===== src/rtl/uart_receiver.sv =====
// Purpose: UART receiver, 8 data bits LSB first, inverted-XOR parity and one stop bit, all decisions on a 2-flop synchronised rx.
// Latency: data_valid one cycle after the mid-stop-bit sample, i.e. sync + edge + HALF + 10*CLKS_PER_BIT + 1 cycles after the rx fall.
// Backpressure: none; data_valid and frame_error are single-cycle pulses that the consumer must take when they occur.
module uart_receiver #(
  parameter int CLKS_PER_BIT = 2
) (
  input  logic       clk,
  input  logic       rst_n,
  input  logic       rx,
  output logic [7:0] data_out,
  output logic       data_valid,
  output logic       parity_error,
  output logic       frame_error,
  output logic       busy
);

  // Mid-bit offset measured from the detected start edge; never zero so the
  // start bit is always re-checked at least one cycle after the edge.
  localparam int HALF_RAW = CLKS_PER_BIT / 2;
  localparam int HALF     = (HALF_RAW < 1) ? 1 : HALF_RAW;

  // Terminal counts for the tick counter (counter starts at 0 the cycle after a clear).
  localparam logic [7:0] HALF_LAST = 8'(HALF - 1);
  localparam logic [7:0] BIT_LAST  = 8'(CLKS_PER_BIT - 1);

  typedef enum logic [2:0] {
    IDLE   = 3'd0,
    START  = 3'd1,
    DATA   = 3'd2,
    PARITY = 3'd3,
    STOP   = 3'd4,
    BREAK  = 3'd5
  } state_t;

  // Synchroniser and edge-detect history.
  logic       sync1_q,   sync1_d;
  logic       rx_s_q,    rx_s_d;
  logic       rx_prev_q, rx_prev_d;

  // Frame-tracking state.
  state_t     state_q,   state_d;
  logic [7:0] tick_q,    tick_d;
  logic [2:0] bit_idx_q, bit_idx_d;
  logic [7:0] shift_q,   shift_d;
  logic       rx_par_q,  rx_par_d;

  // Registered outputs.
  logic [7:0] data_out_q,     data_out_d;
  logic       data_valid_q,   data_valid_d;
  logic       parity_error_q, parity_error_d;
  logic       frame_error_q,  frame_error_d;
  logic       busy_q,         busy_d;

  // Decode helpers derived from the current state.
  logic       rx_fell;
  logic       half_hit;
  logic       bit_hit;
  logic       parity_bad;

  // Edge and sample-point decode; the edge uses rx_s against its previous value
  // so a start bit that lands on the first IDLE cycle is still caught.
  always_comb begin
    rx_fell    = rx_prev_q & ~rx_s_q;
    half_hit   = (tick_q == HALF_LAST);
    bit_hit    = (tick_q == BIT_LAST);
    parity_bad = (rx_par_q != ~(^shift_q));
  end

  // Next-state and next-output computation for the whole receiver.
  always_comb begin
    sync1_d        = rx;
    rx_s_d         = sync1_q;
    rx_prev_d      = rx_s_q;

    state_d        = state_q;
    tick_d         = tick_q + 8'd1;
    bit_idx_d      = bit_idx_q;
    shift_d        = shift_q;
    rx_par_d       = rx_par_q;

    data_out_d     = data_out_q;
    data_valid_d   = 1'b0;
    parity_error_d = parity_error_q;
    frame_error_d  = 1'b0;

    case (state_q)
      IDLE: begin
        tick_d = 8'd0;
        if (rx_fell) begin
          state_d = START;
        end
      end

      START: begin
        if (half_hit) begin
          tick_d = 8'd0;
          if (!rx_s_q) begin
            // Start bit still low at mid-bit: a real frame.
            state_d   = DATA;
            bit_idx_d = 3'd0;
          end else begin
            // Line bounced back high: treat as a glitch, drop silently.
            state_d   = IDLE;
          end
        end
      end

      DATA: begin
        if (bit_hit) begin
          tick_d             = 8'd0;
          shift_d[bit_idx_q] = rx_s_q;
          if (bit_idx_q == 3'd7) begin
            state_d = PARITY;
          end else begin
            bit_idx_d = bit_idx_q + 3'd1;
          end
        end
      end

      PARITY: begin
        if (bit_hit) begin
          tick_d   = 8'd0;
          rx_par_d = rx_s_q;
          state_d  = STOP;
        end
      end

      STOP: begin
        if (bit_hit) begin
          tick_d = 8'd0;
          if (rx_s_q) begin
            // Good stop bit: publish the byte and its parity status.
            data_out_d     = shift_q;
            data_valid_d   = 1'b1;
            parity_error_d = parity_bad;
            state_d        = IDLE;
          end else begin
            // Stop bit low: flag it and wait out the break; byte is discarded.
            frame_error_d  = 1'b1;
            state_d        = BREAK;
          end
        end
      end

      BREAK: begin
        tick_d = 8'd0;
        if (rx_s_q) begin
          state_d = IDLE;
        end
      end

      default: begin
        tick_d  = 8'd0;
        state_d = IDLE;
      end
    endcase

    busy_d = (state_d != IDLE);
  end

  // All receiver state and registered outputs, cleared asynchronously.
  always_ff @(posedge clk or negedge rst_n) begin
    if (!rst_n) begin
      sync1_q        <= 1'b1;
      rx_s_q         <= 1'b1;
      rx_prev_q      <= 1'b1;
      state_q        <= IDLE;
      tick_q         <= 8'd0;
      bit_idx_q      <= 3'd0;
      shift_q        <= 8'h00;
      rx_par_q       <= 1'b0;
      data_out_q     <= 8'h00;
      data_valid_q   <= 1'b0;
      parity_error_q <= 1'b0;
      frame_error_q  <= 1'b0;
      busy_q         <= 1'b0;
    end else begin
      sync1_q        <= sync1_d;
      rx_s_q         <= rx_s_d;
      rx_prev_q      <= rx_prev_d;
      state_q        <= state_d;
      tick_q         <= tick_d;
      bit_idx_q      <= bit_idx_d;
      shift_q        <= shift_d;
      rx_par_q       <= rx_par_d;
      data_out_q     <= data_out_d;
      data_valid_q   <= data_valid_d;
      parity_error_q <= parity_error_d;
      frame_error_q  <= frame_error_d;
      busy_q         <= busy_d;
    end
  end

  assign data_out     = data_out_q;
  assign data_valid   = data_valid_q;
  assign parity_error = parity_error_q;
  assign frame_error  = frame_error_q;
  assign busy         = busy_q;

endmodule


===== config.mk =====
export PLATFORM = sky130hd
export DESIGN_NAME = uart_receiver
export DESIGN_NICKNAME = d
export VERILOG_FILES = /design/src/rtl/uart_receiver.sv
export SDC_FILE = /design/constraint.sdc
export NUM_CORES = 1
export LEC_CHECK = 0
export CAP_MARGIN = 5
export CORE_MARGIN = 2
export CORE_UTILIZATION = 50
export DETAILED_ROUTE_END_ITERATION = 10
export PLACE_DENSITY = 0.67
export RECOVER_POWER = 50
export SYNTH_ARGS = -nofsm -noshare
export SYNTH_HDL_FRONTEND = slang
export SYNTH_SLANG_ARGS = --single-unit
export TNS_END_PERCENT = 30

===== constraint.sdc =====
create_clock -name clk -period 5.2 [get_ports clk]
set_clock_uncertainty 0.1 [all_clocks]
set_input_delay 1.04 -clock clk [delete_from_list [all_inputs] [get_ports clk]]
set_output_delay 1.04 -clock clk [all_outputs]
set_load 0.02 [all_outputs]

==> impl_metrics.ini <==
[clock_tree]
clock-sinks = 38
path_clk_slew_ps = 60
clkLatencyLatePin_ps = 300
h-tree-depth = 2
cts_resized = 0
cts_hold_buf = 0
cts_root_buffer = clkbuf_8
clk_path_buf_depth = 2
post-cts-setup-buffer-count = 0
cts_tree = done
cts_made_buffers = 5

[synthesis]
ys_seq_elements = 38
seq_area_frac_synth_pct = 52.0
synth_fp_nets = 161
synthDistinctLibCells = 36
syn-mean-instance-area_um2 = 12.0
syn_inst = 153
syn_area_um2 = 1840
yosysWarnings = 0

[timing]
finalHoldViolCount = 0
max_clock_freq_mhz = 404
period_minus_slack_ps = 2480
setup_ws_ps = 2720
rsz0062_at_grt = false
relSlewSlack_pct = -27.6
hold_slack_ps = 267
finalSetupViolCount = 0
slew_viol_final = 39
finalSetupTns_ps = 0
post-route-period-util_pct = 47.6
tightest_slew_ps = 1910

[critical_path]
critPathKind = primary input to async pin
critPathBufInv = 1
crit_required_ps = 5120
startpoint = rst_n
rr_worst_depth = 6
crit_family = buffers and inverters
worstPathArrival_ps = 2400
r2r-start = tick_q[1]
r2r_slack_ps = 2760
crit_chain = clkbuf_1
critPathMaxStageDelay_ps = 1350
rr_endpoint = data_out[1]
cp-start-kind = primary input
path_max_fanout = 38
cp-end-kind = async pin
slowest_stage = clkbuf_1

[finish]
nets = 178
final_cell_mix = dfrtp_1, mux2_2, nor2_1, clkdlybuf4s50_1, nand3_1
final_layout_size_suffix_gt1_share_pct = 19.4
diodes = 0
areaGrowthSynthToFinish_pct = 15.3
layout_commonest_cell = dfrtp_1
fillers = 297
final_area_um2 = 2120

[drt]
drt-vias-per-instance = 5.33
drc = 0
antenna_left = 0
first_pass_iters = 4
routed_wl_um = 3070
vias = 1163
routedWlPerCell_um = 14.1
initialDrtViolationCount = 69

[placed_design]
io_buffers = 14
dp_slack_ps = 2870
place.gp.congestion = 0.792
placed_area_um2 = 2010
hpwl_um = 2180

[worst_hold_path]
hold_depth = 0
hold_end = rx_prev_d
hp-class = flip-flop to flip-flop
hp-start = rx_s_d

[grt]
grt_pass1_vias = 1207
grt_pass1_wl_um = 5520
antenna_found_initial = 0
grt_start_max_net_pins = 39
grt_use_total_pct = 17.8
grt-ovfl-total = 0

[floorplan]
start_util_pct = 50.9
io_pins = 15
dieArea_um2 = 4170
core-area_um2 = 3610
die_w_um = 64.6
die_height_um = 64.6
rows = 22

[run]
maxCapViolCount = 1

[status]
outcome = finished, violations left
violations = max-capacitance violations, max-slew violations

[power]
ir_drop_v = 0.000225
leakage_nw = 0.978
total_power_uw = 953
p_per_area_nw_per_um2 = 450
## worst register-to-register path: cells and delay by family (launching register included)
family,cells,cell delay [ps]
flip-flops,1,410
buffers and inverters,1,90
multiplexers,1,380
AND/OR/NAND/NOR,3,1130
adder cells (fa/ha/maj),1,220
## synth_stat cells
master	number	area, µm²
a211oi_1	1	7.51
a22oi_1	1	7.51
a31oi_1	2	12.5
and3_1	1	6.26
and3_2	1	7.51
and4_1	1	8.76
buf_2	2	10.0
clkbuf_1	2	7.51
dfrtp_1	35	876
dfstp_2	3	78.8
ha_1	5	62.6
inv_1	6	22.5
mux2_1	4	45.0
mux2_2	16	180
mux2i_1	3	30.0
nand2_1	5	18.8
nand2b_1	2	12.5
nand3_1	10	50.1
nand4_1	2	12.5
nand4_2	1	12.5
nand4b_1	1	8.76
nor2_1	13	48.8
nor2_4	1	11.3
nor2b_1	1	6.26
nor3_1	5	25.0
nor3b_1	3	22.5
nor4_1	2	12.5
nor4_4	1	21.3
nor4b_1	1	8.76
o21ai_1	2	10.0
o221ai_1	1	8.76
or3b_2	4	35.0
or4_4	1	11.3
xnor2_1	6	52.6
xnor3_1	1	22.5
xor2_1	7	61.3
## power breakdown
| group | internal, mW | switching (mW) | total (mW) | leakage (nW) |
|---|---|---|---|---|
| clock | 0.153 | 0.101 | 0.254 | 0.0573 |
| combinational | 0.144 | 0.152 | 0.296 | 0.412 |
| sequential | 0.343 | 0.0600 | 0.403 | 0.508 |
| total | 0.640 | 0.313 | 0.953 | 0.978 |
## worst max path at each step
stage               cells after the start           to  slack [ps]
floorplan                               6   shift_q[0]        3110
global placement                        6  data_out[1]        2920
detailed placement                      6  data_out[1]        2870
CTS                                     1  data_out[3]        2790
global route                            1    tick_q[4]        2270
finish                                  1    tick_q[4]        2720
## flip-flops by register name, summed over array words and instances (netlist names)
register,count
state_q,3
rx_prev_d,1
shift_q,8
frame_error,1
tick_q,8
rx_s_d,1
busy,1
parity_error,1
data_out,8
bit_idx_q,3
rx_par_q,1
data_valid,1
rx_prev_q,1
## cell type report
| cell class | instances | area (µm²) | area share (%) |
|---|---|---|---|
| clock buffers | 6 | 82.6 | 3.90 |
| clock inverters | 1 | 30.0 | 1.42 |
| inverters | 6 | 22.5 | 1.06 |
| multi-input cells | 105 | 833 | 39.4 |
| flip-flops and latches | 38 | 955 | 45.1 |
| well taps | 48 | 60.1 | 2.84 |
| repair buffers | 14 | 134 | 6.32 |
## logic make-up after synthesis
kind of cell    Yosys count  share of synthesized area, %
mux                      23                          13.9
fa+ha+maj                 5                          3.41
compound gates            7                          2.52
simple gates             56                          18.5
xor+xnor                 14                          7.43
buf+inv                  10                          2.18
flops                    38                          52.0
## metal layers
metal / vias up / wire length [µm] / global-route usage (%) / share of wire, %
met5: - / 0 / 0 / 0
met4: 0 / 64 / 10.4 / 2.1
met3: 5 / 112 / 4.34 / 3.6
met2: 19 / 1440 / 27.2 / 47
met1: 568 / 1450 / 23.1 / 47
li1: 571 / - / - / -
## stage by stage
| step | util (%) | instances |
|---|---|---|
| after floorplan | - | 153 |
| after detailed placement | 55.8 | 211 |
| after global routing | 58.7 | 218 |
| after global placement | 55.8 | 211 |
| after CTS | 59.0 | 218 |
| final | 58.7 | 218 |
(Power assumes the default switching activity.)
